$ cat src/rtl/yuv_rd_pkg.sv
// yuv_rd_pkg: shared constants, FSM encoding and sizing helpers for the
// YUV read-fetch block (yuv_rd_fetch and its FIFO).
package yuv_rd_pkg;

  localparam logic [1:0] BURST_INCR    = 2'b01;
  localparam logic [3:0] CACHE_DEFAULT = 4'b0011;
  localparam logic [2:0] PROT_DEFAULT  = 3'b000;
  localparam logic [3:0] QOS_DEFAULT   = 4'b0000;
  localparam logic [1:0] RESP_OKAY     = 2'b00;

  typedef enum logic [1:0] {
    IDLE  = 2'd0,
    AR    = 2'd1,
    RD    = 2'd2,
    DRAIN = 2'd3
  } rd_state_t;

  // Ceiling log2; used for arsize and counter widths.
  function automatic int log2_fn(input int value);
    int r;
    r = 0;
    for (int i = 0; i < 31; i++) begin
      if ((1 << i) < value) r = i + 1;
    end
    return r;
  endfunction

  function automatic int beats_per_burst(input int burst_bytes, input int data_width);
    return burst_bytes / (data_width / 8);
  endfunction

endpackage

$ cat src/rtl/yuv_rd_fifo.sv
// yuv_rd_fifo: synchronous FIFO with show-ahead read data.
// Ports:
//   ap_clk, ap_rst   clock, async active-high reset (empties the FIFO)
//   push, wdata      write strobe / data (ignored when full)
//   pop, rdata       read strobe / head-of-queue data (ignored when empty)
//   full, empty      occupancy flags
module yuv_rd_fifo
  import yuv_rd_pkg::*;
#(
  parameter int WIDTH = 32,
  parameter int DEPTH = 16
) (
  input  logic             ap_clk,
  input  logic             ap_rst,
  input  logic             push,
  input  logic [WIDTH-1:0] wdata,
  input  logic             pop,
  output logic [WIDTH-1:0] rdata,
  output logic             full,
  output logic             empty
);

  localparam int PTR_W = (DEPTH > 1) ? log2_fn(DEPTH) : 1;
  localparam int CNT_W = log2_fn(DEPTH + 1);

  logic [WIDTH-1:0] mem [DEPTH];
  logic [PTR_W-1:0] wr_ptr;
  logic [PTR_W-1:0] rd_ptr;
  logic [CNT_W-1:0] count;
  logic             push_ok;
  logic             pop_ok;

  assign full    = (count == CNT_W'(DEPTH));
  assign empty   = (count == '0);
  assign push_ok = push & ~full;
  assign pop_ok  = pop & ~empty;
  assign rdata   = mem[rd_ptr];

  always_ff @(posedge ap_clk) begin
    if (push_ok) mem[wr_ptr] <= wdata;
  end

  always_ff @(posedge ap_clk or posedge ap_rst) begin
    if (ap_rst) begin
      wr_ptr <= '0;
      rd_ptr <= '0;
      count  <= '0;
    end else begin
      if (push_ok) begin
        wr_ptr <= (wr_ptr == PTR_W'(DEPTH - 1)) ? '0 : wr_ptr + 1'b1;
      end
      if (pop_ok) begin
        rd_ptr <= (rd_ptr == PTR_W'(DEPTH - 1)) ? '0 : rd_ptr + 1'b1;
      end
      case ({push_ok, pop_ok})
        2'b10:   count <= count + 1'b1;
        2'b01:   count <= count - 1'b1;
        default: count <= count;
      endcase
    end
  end

endmodule

$ cat src/rtl/yuv_rd_fetch.sv
// yuv_rd_fetch: on each rising edge of rd_yuv_start, fetch one aligned
// BURST_BYTES block from DDR with a single AXI4 INCR read burst and replay it
// as a little-endian byte stream on rd_yuv_data / rd_yuv_data_vld.
// Ports:
//   ap_clk, ap_rst                 clock, async active-high reset
//   rd_yuv_start, rd_yuv_addr      request pulse and byte address
//   rd_yuv_data_vld, rd_yuv_data   output byte stream (no backpressure)
//   busy                           request in progress
//   rd_err                         sticky non-OKAY read response
//   m_axi_ar*, m_axi_r*            AXI4 read address / read data channels
//
// state | meaning
// IDLE  | waiting for a start rising edge
// AR    | arvalid asserted, waiting for arready
// RD    | accepting read beats into the FIFO until rlast
// DRAIN | serializer emptying FIFO; leaves on the final byte
module yuv_rd_fetch
  import yuv_rd_pkg::*;
#(
  parameter int C_M_AXI_ADDR_WIDTH = 64,
  parameter int C_M_AXI_DATA_WIDTH = 32,
  parameter int C_M_AXI_ID_WIDTH   = 1,
  parameter int BURST_BYTES        = 64
) (
  input  logic                          ap_clk,
  input  logic                          ap_rst,
  input  logic                          rd_yuv_start,
  input  logic [31:0]                   rd_yuv_addr,
  output logic                          rd_yuv_data_vld,
  output logic [7:0]                    rd_yuv_data,
  output logic                          busy,
  output logic                          rd_err,
  output logic [C_M_AXI_ADDR_WIDTH-1:0] m_axi_araddr,
  output logic [7:0]                    m_axi_arlen,
  output logic [2:0]                    m_axi_arsize,
  output logic [1:0]                    m_axi_arburst,
  output logic [3:0]                    m_axi_arcache,
  output logic [2:0]                    m_axi_arprot,
  output logic [3:0]                    m_axi_arqos,
  output logic [C_M_AXI_ID_WIDTH-1:0]   m_axi_arid,
  output logic                          m_axi_arvalid,
  input  logic                          m_axi_arready,
  input  logic [C_M_AXI_DATA_WIDTH-1:0] m_axi_rdata,
  input  logic [1:0]                    m_axi_rresp,
  input  logic                          m_axi_rlast,
  input  logic                          m_axi_rvalid,
  output logic                          m_axi_rready
);

  localparam int BYTES_PER_BEAT = C_M_AXI_DATA_WIDTH / 8;
  localparam int BEATS          = beats_per_burst(BURST_BYTES, C_M_AXI_DATA_WIDTH);
  localparam int FIFO_DEPTH     = (BEATS < 2) ? 2 : BEATS;
  localparam int SH_CNT_W       = log2_fn(BYTES_PER_BEAT + 1);
  localparam logic [31:0] ALIGN_MASK = ~(32'(BURST_BYTES) - 32'd1);

  rd_state_t state_q;
  rd_state_t state_d;

  logic                          start_d;
  logic                          start_rise;
  logic [C_M_AXI_ADDR_WIDTH-1:0] araddr_q;
  logic                          r_push;
  logic                          fifo_full;
  logic                          fifo_empty;
  logic [C_M_AXI_DATA_WIDTH-1:0] fifo_rdata;
  logic                          ser_pop;
  logic [C_M_AXI_DATA_WIDTH-1:0] sh_data;
  logic [SH_CNT_W-1:0]           sh_cnt;
  logic                          ser_last;

  assign start_rise = rd_yuv_start & ~start_d;
  assign r_push     = m_axi_rvalid & m_axi_rready;

  // sh_cnt counts bytes still held in the shift register. Reloading while the
  // last byte goes out keeps consecutive words gap-free.
  assign ser_pop  = (sh_cnt <= SH_CNT_W'(1)) & ~fifo_empty;
  assign ser_last = (sh_cnt <= SH_CNT_W'(1)) & fifo_empty;

  assign m_axi_araddr  = araddr_q;
  assign m_axi_arlen   = 8'(BEATS - 1);
  assign m_axi_arsize  = 3'(log2_fn(BYTES_PER_BEAT));
  assign m_axi_arburst = BURST_INCR;
  assign m_axi_arcache = CACHE_DEFAULT;
  assign m_axi_arprot  = PROT_DEFAULT;
  assign m_axi_arqos   = QOS_DEFAULT;
  assign m_axi_arid    = '0;

  always_ff @(posedge ap_clk or posedge ap_rst) begin
    if (ap_rst) state_q <= IDLE;
    else        state_q <= state_d;
  end

  always_comb begin
    state_d = state_q;
    case (state_q)
      IDLE:    if (start_rise) state_d = AR;
      AR:      if (m_axi_arready) state_d = RD;
      RD:      if (r_push && m_axi_rlast) state_d = DRAIN;
      DRAIN:   if (ser_last) state_d = IDLE;
      default: state_d = IDLE;
    endcase
  end

  always_comb begin
    m_axi_arvalid = (state_q == AR);
    m_axi_rready  = (state_q == RD) & ~fifo_full;
    busy          = (state_q != IDLE);
  end

  always_ff @(posedge ap_clk or posedge ap_rst) begin
    if (ap_rst) begin
      start_d  <= 1'b0;
      araddr_q <= '0;
      rd_err   <= 1'b0;
    end else begin
      start_d <= rd_yuv_start;
      // Aligning down to the burst size keeps every burst inside one 4 KB page.
      if (state_q == IDLE && start_rise) begin
        araddr_q <= C_M_AXI_ADDR_WIDTH'(rd_yuv_addr & ALIGN_MASK);
      end
      if (r_push && m_axi_rresp != RESP_OKAY) rd_err <= 1'b1;
    end
  end

  yuv_rd_fifo #(
    .WIDTH (C_M_AXI_DATA_WIDTH),
    .DEPTH (FIFO_DEPTH)
  ) u_fifo (
    .ap_clk (ap_clk),
    .ap_rst (ap_rst),
    .push   (r_push),
    .wdata  (m_axi_rdata),
    .pop    (ser_pop),
    .rdata  (fifo_rdata),
    .full   (fifo_full),
    .empty  (fifo_empty)
  );

  always_ff @(posedge ap_clk or posedge ap_rst) begin
    if (ap_rst) begin
      sh_data         <= '0;
      sh_cnt          <= '0;
      rd_yuv_data     <= '0;
      rd_yuv_data_vld <= 1'b0;
    end else begin
      if (sh_cnt != '0) begin
        rd_yuv_data     <= sh_data[7:0];
        rd_yuv_data_vld <= 1'b1;
      end else begin
        rd_yuv_data_vld <= 1'b0;
      end
      if (ser_pop) begin
        sh_data <= fifo_rdata;
        sh_cnt  <= SH_CNT_W'(BYTES_PER_BEAT);
      end else if (sh_cnt != '0) begin
        sh_data <= sh_data >> 8;
        sh_cnt  <= sh_cnt - 1'b1;
      end
    end
  end

endmodule

$ cat config.mk
export PLATFORM = sky130hd
export DESIGN_NAME = yuv_rd_fetch
export DESIGN_NICKNAME = d
export VERILOG_FILES = /design/src/rtl/yuv_rd_pkg.sv /design/src/rtl/yuv_rd_fifo.sv /design/src/rtl/yuv_rd_fetch.sv
export SDC_FILE = /design/constraint.sdc
export NUM_CORES = 1
export LEC_CHECK = 0
export CAP_MARGIN = 25
export CORE_UTILIZATION = 55
export CTS_BUF_LIST = sky130_fd_sc_hd__clkbuf_8
export DETAILED_ROUTE_END_ITERATION = 8
export HOLD_SLACK_MARGIN = 0.05
export PLACE_DENSITY_LB_ADDON = 0.05
export SLEW_MARGIN = 30
export SYNTH_ARGS = -nofsm -noshare
export SYNTH_HDL_FRONTEND = slang
export SYNTH_SLANG_ARGS = --single-unit
$ cat constraint.sdc
create_clock -name ap_clk -period 3.2 [get_ports ap_clk]
set_clock_uncertainty 0.05 [all_clocks]
set_input_delay 0.32 -clock ap_clk [delete_from_list [all_inputs] [get_ports ap_clk]]
set_output_delay 0.32 -clock ap_clk [all_outputs]
set_load 0.01 [all_outputs]
After elaboration in Yosys (flattened, before gate mapping). Memories as Yosys holds them, arrays and structs flattened. Index checks and enable logic that the tools add are counted.

$add $sub $neg: 5. $mul: 0. Divide/modulo/power cells: 0. Magnitude comparators: 1. Equality and inequality tests: 12. Shifts and indexed selects: 0. Multiplexer cells: 15. Bitwise operators: 10. Reductions and logical operators: 11.

Operators by type and width (number): 32-bit two-way mux (2); 5-bit one-hot mux with 2 select lines (1); 4-bit by 1-bit adder with 4-bit output (second input constant) (2); 4-bit equality test (second input constant) (2); 2-bit two-way mux (4); 4-bit two-way mux (2); 2-bit one-hot mux with 4 select lines (1); 2-bit nonzero test (4); 1-bit bitwise AND (7); 2-bit equality test (second input constant) (3); 3-bit two-way mux (2); 2-bit != test (second input constant) (3); 5-bit by 1-bit adder with 5-bit output (second input constant) (1); 5-bit equality test (second input constant) (1); 5-bit logical NOT (1); 5-bit by 1-bit subtractor with 5-bit output (second input constant) (1); 2-bit by 1-bit equality test with 1-bit output (second input constant) (2); 4-bit AND reduction (1); 3-bit by 1-bit less-or-equal comparator with 1-bit output (second input constant) (1); 1-bit logical AND (3); 1-bit two-way mux (3); 1-bit inverter (3); 3-bit nonzero test (1); 3-bit by 1-bit subtractor with 3-bit output (second input constant) (1); 2 further kinds (2).

Bits in registers: 87. Latch bits: 0. RAM bits: 512. Memory bits (read-only): 0. Bits of input ports: 72. Output and inout port bits: 102. Memories: 1.

Memory list: u_fifo.mem (depth 16, width 32, read ports 1, clocked after memory_dff 0, write ports 1, line yuv_rd_fifo.sv:26) `logic [WIDTH-1:0] mem [DEPTH];`.

Longest topological paths before layout.
Word-level depth: 7. Depth in mapped cells: 13. Mapped depth without buffers: 13.

By module. From an unflattened synthesis, not the netlist that was laid out.

Cells, all modules: 1369. Area total of the unflattened synthesis: 24181.9 sq um.

Modules (own cells, without submodules): yuv_rd_fifo (instances 1, cells an instance 1028, area an instance 20437.1 sq um, sequential area each 15700.1 sq um); yuv_rd_fetch (instances 1, cells an instance 341, area an instance 3744.8 sq um, sequential area each 1851.8 sq um).

Least setup slack after synthesis. OpenSTA, ideal clock, no wires.

Kind: reg2reg. Start: reg state_q[0]. End: mem u_fifo.mem[15][0] (enable). Setup time: 0.421 ns. Data arrival time: 2.547 ns. Slack: 0.182 ns. Stages on the path, launching flop included: 7. Cell sequence: dfrtp_1 > inv_1 > ha_1 > inv_1 > a211oi_2 > inv_1 > nor2_1.

Longest elaborated chain between the ends: 6.

Ends and longest elaborated chain: start: declaration (line yuv_rd_fetch.sv:56) `rd_state_t state_q;`; start signal: assignment (line yuv_rd_fetch.sv:90) `else state_q <= state_d;`; 2-bit equality test (line yuv_rd_fetch.sv:106) `m_axi_rready = (state_q == RD) & ~fifo_full;`; 1-bit bitwise AND (line yuv_rd_fetch.sv:106); 1-bit bitwise AND (line yuv_rd_fetch.sv:72) `assign r_push = m_axi_rvalid & m_axi_rready;`; 1-bit bitwise AND (line yuv_rd_fifo.sv:35) `assign push_ok = push & ~full;`; 1-bit two-way mux (line yuv_rd_fifo.sv:40) `if (push_ok) mem[wr_ptr] <= wdata;`; 1-bit two-way mux (not written as such) (line yuv_rd_fifo.sv:40); end: declaration (line yuv_rd_fifo.sv:26).

No other way between the ends.

Worst setup path in the final report.
Start: reg state_q[0]. End: reg u_fifo.count[4].

Longest elaborated chain between the ends: 6. Elaborated cells between the ends (all ways): 8.

Ends and longest elaborated chain: 2-bit equality test * (line yuv_rd_fetch.sv:106); 1-bit bitwise AND * (line yuv_rd_fetch.sv:106); 1-bit bitwise AND * (line yuv_rd_fetch.sv:72); 1-bit bitwise AND * (line yuv_rd_fifo.sv:35); 2-bit by 1-bit equality test with 1-bit output / 2-bit equality test (equally long branches) (line yuv_rd_fifo.sv:55) `case ({push_ok, pop_ok})`; 5-bit one-hot mux with 2 select lines / 2-bit nonzero test (equally long branches); end signal: assignment (line yuv_rd_fifo.sv:56) `2'b10: count <= count + 1'b1;`; end signal: assignment (line yuv_rd_fifo.sv:57) `2'b01: count <= count - 1'b1;`; end signal: assignment (line yuv_rd_fifo.sv:58) `default: count <= count;`; end: declaration (line yuv_rd_fifo.sv:29) `logic [CNT_W-1:0] count;`.

Every way passes the cells marked *; elsewhere a longest branch is shown, timed or not. A chain may end at the register's enable or synchronous reset.

==> results.md <==
| Stage | Parameter | Reported |
|:---|:---|:---|
| run status | Run status | finished, final reports clean |
| placed design | Port Buf Inserts | 104 |
| sta | Top achievable clock speed | 0.347 GHz |
| floorplanning | Floorplan core area | 42,300 um2 |
| floorplanning | Initial cell density of the core | 56.2% |
| layout | Area growth syn-to-layout | 15.2% |
| worst setup path | Cell-by-cell trace of the critical path | inv_1 -> ha_1 -> inv_1 -> a211oi_2 -> inv_1 -> ha_1 -> ha_1 -> nor2b_1 -> o21ai_0 -> a21oi_1 -> or3b_2 -> xnor2_1 |
| worst setup path | Signal arrival time at the worst endpoint | 3340 ps |
| drt | Vias per cell | 5.72 |
| clock network | Longest Clk Path Bufs | 3 |
| sta | RSZ-0062 raised after global routing | false |
| synthesis | Post-synthesis share of cell area spent on xor and xnor gates | 0.258% |
| floorplanning | Die H | 210 um |
| drt | Number of detailed-routing iterations run before antenna repair | 7 |
| grt | GRT Overall Usage | 24.0% |
| pwr | Standby leakage power | 9.83 nW |
| grt | Met3 demand-to-capacity share in global routing | 4.07% |
| grt | GRT Max-Usage Layer | met2 |
| layout | Layout cell share with drive strength beyond 1 | 18.0% |
| floorplanning | Horizontal die dimension | 210 um |
| worst setup path | Category of the worst setup path capture point | flop |
| grt | Pin count of the biggest net entering global routing | 76 |
| grt | Global-route wire length before repair | 77,100 um |
| grt | Antenna violations before repair | 1 |
| clock network | Clock insertion delay at the later pin of the skew report | 650 ps |
| clock network | Root buffer selected by CTS | sky130_fd_sc_hd__clkbuf_8 |
| drt | Final routed wire length divided by cell count | 23.8 um |
| clock network | Clock H-tree levels | 3 |
| worst setup path | Worst endpoint required time | 3660 ps |
| placed design | Global placement routability congestion | 0.753 |
| sta | Final hold viol count | 0 |
| clock network | Post-cts resize count | 0 |
| hold path | Hold/Removal Path Class | in -> reg |
| grt | Global routing usage on met2 | 38.4% |
| pwr | Worst vdd ir | 567 uV |
| floorplanning | Number of rows created at floorplan | 75 |
| job | Max_cap viols | 0 |
| clock network | TritonCTS Buffers | 95 |
| grt | Vias in the first global route | 12,500 |
| clock network | Clock tree from TritonCTS | built |
| synthesis | Mux cell area share after synthesis | 13.3% |
| synthesis | Leading cell types by total area after synthesis | sky130_fd_sc_hd__edfxtp_1, sky130_fd_sc_hd__dfrtp_1, sky130_fd_sc_hd__mux2i_1 |
| synthesis | Mean cell area of the mapped netlist | 18.0 um2 |
| clock network | Worst-path clk slew | 60 ps |
| drt | Final ANT Viol Nets | 0 |
| layout | Layout net count | 1,597 |
| synthesis | Number of warning messages in the yosys log | 0 |
| pwr | PnR Total Power | 22.4 mW |
| synthesis | Count of distinct cell types in the synthesized netlist | 52 |
| worst setup path | Maximum fanout count along the critical path | 4 |
| grt | Met1 routing resource usage after global routing | 34.1% |
| synthesis | Library cell with the largest summed area after synthesis | sky130_fd_sc_hd__edfxtp_1 |
| sta | Least-Margin Pin Slew | 876 ps |
| synthesis | EDFF count, synth | 512 |
| synthesis | Post-synthesis instance total | 1,325 |
| synthesis | Primary flip-flop cell chosen by synthesis mapping | sky130_fd_sc_hd__edfxtp_1 |
| floorplanning | Count of boundary I/O pins | 174 |
| synthesis | Adder-cell share of the synthesized area | 0.926% |
| drt | Final wirelength | 51,500 um |
| pwr | Power density over cell area | 819 nW/um2 |
| synthesis | Largest family of logic cells by synthesized area | multiplexers |
| floorplanning | Total Die Area | 44,100 um2 |
| sta | Min Clock Period, post-route | 2880 ps |
| sta | Worst slew margin | 41.6% |
| sta | Final number of setup-violating endpoints | 0 |
| drt | Post-route DRC violation count | 0 |
| synthesis | Post-synthesis async set-or-reset flop share | 14.5% |
| drt | Total number of vias | 12,400 |
| grt | Aggregate global routing overflow | 0 |
| synthesis | Flip-flop and latch count after synthesis | 599 |
| placed design | Inst Count DP | 1,987 |
| sta | Summed negative setup slack over all endpoints | 0 ps |
| worst setup path | Startpoint type of the worst setup path | flop |
| synthesis | Cell Area, Synth | 23,800 um2 |
| worst setup path | Type of the setup path with the least slack | reg -> reg |
| synthesis | Area share of the largest cell type after synthesis | 64.6% |
| clock network | Number of sinks handled by clock tree synthesis | 599 |
| synthesis | Seq/Total Area, Yosys | 73.8% |
| layout | Post-route non-filler standard cell count | 2,165 |
| drt | Number of design-rule violations left by the first detailed-router iteration | 988 |
| layout | Antenna diode count | 0 |
| layout | Core utilization of the finished layout | 64.7% |
| sta | Max-slew violation count | 0 |
| synthesis | Simple logic cell fraction of the synthesized area | 2.98% |
| sta | Final Cycle Share | 89.9% |
| worst setup path | Largest stage delay on the critical path | 450 ps |
| worst setup path | Slowest cell on the critical path | sky130_fd_sc_hd__or3b_2 |
| sta | Hold slack final | 130 ps |
| placed design | Half-perimeter wire length after detailed placement | 28,900 um |
| synthesis | Compound-gate portion of the synthesized area | 4.93% |
-- routing by layer --
| metal | routed length, um | up-vias |
|---|---|---|
| li1 | - | 5480 |
| met1 | 22400 | 6362 |
| met2 | 24700 | 457 |
| met3 | 3310 | 80 |
| met4 | 950 | 2 |
| met5 | 11 | - |
-- path summary, 6_finish.rpt --
check                                                 from                      endpoint  slack, ps  cells after the start
worst max register to register      state_q[0]$_DFFE_PP0P_   u_fifo.count[4]$_DFFE_PP0P_        320                     12
min in group asynchronous                           ap_rst        sh_data[7]$_DFFE_PP0P_        630                      3
worst min register to register  rd_yuv_data[5]$_DFFE_PP0P_    rd_yuv_data[5]$_DFFE_PP0P_        410                      2
worst min-delay path                          rd_yuv_start             start_d$_DFF_PP0_        130                      1
max in group asynchronous                           ap_rst  u_fifo.rd_ptr[1]$_DFFE_PP0P_       1750                      4
worst max-delay path                state_q[0]$_DFFE_PP0P_   u_fifo.count[4]$_DFFE_PP0P_        320                     12
-- critical path, delay by kind of cell (launching register included) --
| kind | cells | cell delay (ps) |
|---|---|---|
| AOI/OAI and AO/OA | 3 | 520 |
| DFF | 1 | 420 |
| xor gates and xnor gates | 1 | 130 |
| and+or+nand+nor | 2 | 590 |
| adders and majority gates | 3 | 750 |
| buffers and inverters | 3 | 280 |
-- through the flow --
stage,setup slack [ps],instance area [um2]
3_5_place_dp,338,25600
4_1_cts,320,27400
6_report,322,27400
5_1_grt,160,27400
2_1_floorplan,182,24000
3_3_place_gp,351,25600
-- Yosys cell counts (25+ instances only) --
library cell	count
sky130_fd_sc_hd__a31oi_1	25
sky130_fd_sc_hd__and2_1	32
sky130_fd_sc_hd__buf_2	31
sky130_fd_sc_hd__buf_4	70
sky130_fd_sc_hd__clkbuf_1	25
sky130_fd_sc_hd__dfrtp_1	87
sky130_fd_sc_hd__edfxtp_1	512
sky130_fd_sc_hd__mux2_2	30
sky130_fd_sc_hd__mux2i_1	133
sky130_fd_sc_hd__mux4_2	59
sky130_fd_sc_hd__nand2_1	44
sky130_fd_sc_hd__nor2_1	36
sky130_fd_sc_hd__o22ai_1	63
-- registers in the layout, summed over array words and instances, names as in the netlist, 2 cells and up --
name           cells
sh_data           32
state_q            2
m_axi_araddr      26
u_fifo.wr_ptr      4
u_fifo.rd_ptr      4
u_fifo.count       5
u_fifo.mem       512
rd_yuv_data        8
sh_cnt             3
-- kinds of logic after synthesis --
kind of cell | count (synthesis)
fa+ha+maj | 17
other cells | 2
flops | 599
mux | 229
simple gates | 142
buf+inv | 152
compound gates | 177
xor+xnor | 7
-- report_power, final --
group          leakage (nW)  total [mW]  switching, mW  internal [mW]
clock                  1.05        5.97           2.85           3.11
sequential             5.65        9.93          0.664           9.27
combinational          3.12        6.54           3.42           3.12
-- layout make-up --
type	instances	area, um2
flip-flops and latches	599	17600
clock inverters	74	347
multi-input cells	635	5620
repair buffers	160	1660
fillers	3026	14900
clock buffers	103	1420
inverters	17	66.3
well taps	577	722
-- cells in the final DEF (no fill, tap or decap), types with 24 or more instances in the layout --
master / netlist / routed
sky130_fd_sc_hd__edfxtp_1: 512 / 512
sky130_fd_sc_hd__o22ai_1: 63 / 63
sky130_fd_sc_hd__mux2_2: 30 / 30
sky130_fd_sc_hd__a31oi_1: 25 / 25
sky130_fd_sc_hd__dfrtp_1: 87 / 84
sky130_fd_sc_hd__nand2_1: 44 / 44
sky130_fd_sc_hd__clkbuf_8: 0 / 103
sky130_fd_sc_hd__nor2_1: 36 / 35
sky130_fd_sc_hd__conb_1: 2 / 63
sky130_fd_sc_hd__inv_1: 17 / 57
sky130_fd_sc_hd__and2_1: 32 / 24
sky130_fd_sc_hd__clkdlybuf4s50_1: 0 / 104
sky130_fd_sc_hd__mux2i_1: 133 / 133
sky130_fd_sc_hd__buf_4: 70 / 39
sky130_fd_sc_hd__mux4_2: 59 / 59
sky130_fd_sc_hd__a22oi_1: 24 / 24
sky130_fd_sc_hd__a211oi_1: 24 / 24
-- timing repair --
item                      in CTS  in global routing
hold endpoints to repair      20                  0
buffers inserted               0                  0
hold buffers                   1                  0
No activity file was read; power rests on OpenSTA's default activity.
==> variant, RTL diff (config.mk and constraints unchanged) <==
Register the output `rd_err` once more; this adds one clock of latency there. The other outputs are not delayed to match.
--- a/src/rtl/yuv_rd_fetch.sv
+++ b/src/rtl/yuv_rd_fetch.sv
@@ -52,6 +52,8 @@
   localparam int FIFO_DEPTH     = (BEATS < 2) ? 2 : BEATS;
   localparam int SH_CNT_W       = log2_fn(BYTES_PER_BEAT + 1);
   localparam logic [31:0] ALIGN_MASK = ~(32'(BURST_BYTES) - 32'd1);
+
+  logic rd_err_s0;
 
   rd_state_t state_q;
   rd_state_t state_d;
@@ -111,14 +113,14 @@
     if (ap_rst) begin
       start_d  <= 1'b0;
       araddr_q <= '0;
-      rd_err   <= 1'b0;
+      rd_err_s0 <= 1'b0;
     end else begin
       start_d <= rd_yuv_start;
       // Aligning down to the burst size keeps every burst inside one 4 KB page.
       if (state_q == IDLE && start_rise) begin
         araddr_q <= C_M_AXI_ADDR_WIDTH'(rd_yuv_addr & ALIGN_MASK);
       end
-      if (r_push && m_axi_rresp != RESP_OKAY) rd_err <= 1'b1;
+      if (r_push && m_axi_rresp != RESP_OKAY) rd_err_s0 <= 1'b1;
     end
   end
 
@@ -159,5 +161,9 @@
     end
   end
 
+  always_ff @(posedge ap_clk) begin
+    rd_err <= rd_err_s0;
+  end
+
 endmodule
 
Formal check against the unedited RTL: not equivalent (Yosys sat finds a counterexample within 4 cycles, from zero or initial values and one cycle with ap_rst high).
==> variant against the unedited design <==
- first-iteration DRC count shrank 16%
- critical path type unchanged
- cell area is 0.55% lower
- worst setup slack worse by 0.065 ns
- maximum frequency is 2.2% lower
- routed wire length fell by 2.2%
- power fell by 1.8%
- area after synthesis is essentially flat
- sequential cell count increased by 1
==> variant: results <==
[routing]
wl_per_cell_um = 23.43
via_per_inst = 5.638
vias = 12110
wl_met2_mm = 24.46
drtIter0Drc = 828
wl_met3_mm = 2.758

[logic_synthesis]
synth_mux_area_share_pct = 13.30
async_flop_share_pct = 14.50
synthTopCellsByArea = edfxtp_1 (65%), dfrtp_1 (9.1%), mux2i_1 (5.6%), mux4_2 (5.6%), buf_4 (2.2%)
synthXorXnorAreaFrac_pct = 0.2575
ys_seq_area_share_pct = 73.80
synth-adder-area-share_pct = 0.9249

[grt]
track_usage_pct = 23.38
grt.met3_usage_pct = 4.708
grt_pass1_wl_mm = 75.41
antenna_found_initial = 2
met1_usage_pct = 31.90
grt_max_degree = 83

[layout]
signal_buffers = 146
n_antenna_cell = 1
num-nets-final = 1585
area_growth_pct = 14.44
clkCellAreaFrac_pct = 6.190
drive_above_1_share_pct = 17.01
buf_share_pct = 5.776
nClkBuffers = 99
fillers = 3029
multi_input_area_share_pct = 20.60
multiInputGateArea_um2 = 5614
largest_reg_flops = 512
seq_area_share_pct = 64.53

[clocking]
cts.sink_count = 600

[power]
p_leak_nw = 9.750
intPower_mw = 15.21

[worst_setup_path]
timing.rr.start = u_fifo.count[0]
crit_family = simple AND/OR/NAND/NOR gates
rr_worst_depth = 11
r2r_slack_ns = 0.26
cp_slowest_stage_delay_ns = 0.47
slowest_stage = nor4_4

[place]
pre_cts_slack_ns = 0.2478
dp.cells = 1973
hpwl_mm = 27.10
gp_congestion = 0.7341
place_area_um2 = 25540

[timing]
tightest_slew_ns = 0.8647
fin_crit_sh_pct = 91.99

[status]
status = finished clean
## variant: changes by cell type after synthesis, sizes merged
cell and change:
dfxtp +1
## variant: how the worst min path moves through the flow
stage / from / endpoint / slack, ns / depth (start not counted)
final: rd_yuv_addr[25] / m_axi_araddr[25] / 0.23 / 2
after global routing: rd_yuv_addr[25] / m_axi_araddr[25] / 0.20 / 2
after CTS: rd_yuv_addr[8] / m_axi_araddr[8] / 0.19 / 2
after detailed placement: rd_err_s0 / rd_err / 0.30 / 0
after global placement: rd_err_s0 / rd_err / 0.30 / 0
after floorplan: rd_err_s0 / rd_err / 0.29 / 0
## variant: power groups by stage
stage          logic (mW)  registers, mW  clock network [mW]
2_1_floorplan        4.57           9.81                   0
3_3_place_gp         6.08           10.3                   0
3_5_place_dp         6.18           10.3                   0
4_1_cts              6.21           10.1                5.93
5_1_grt              6.68           10.2                6.25
6_report             6.13           10.1                5.78
## variant: timing repair
item                                    4_1_cts  5_1_grt
endpoints found under the hold margin        35        0
endpoints found under the setup margin        0        0
hold buffers                                  2        0
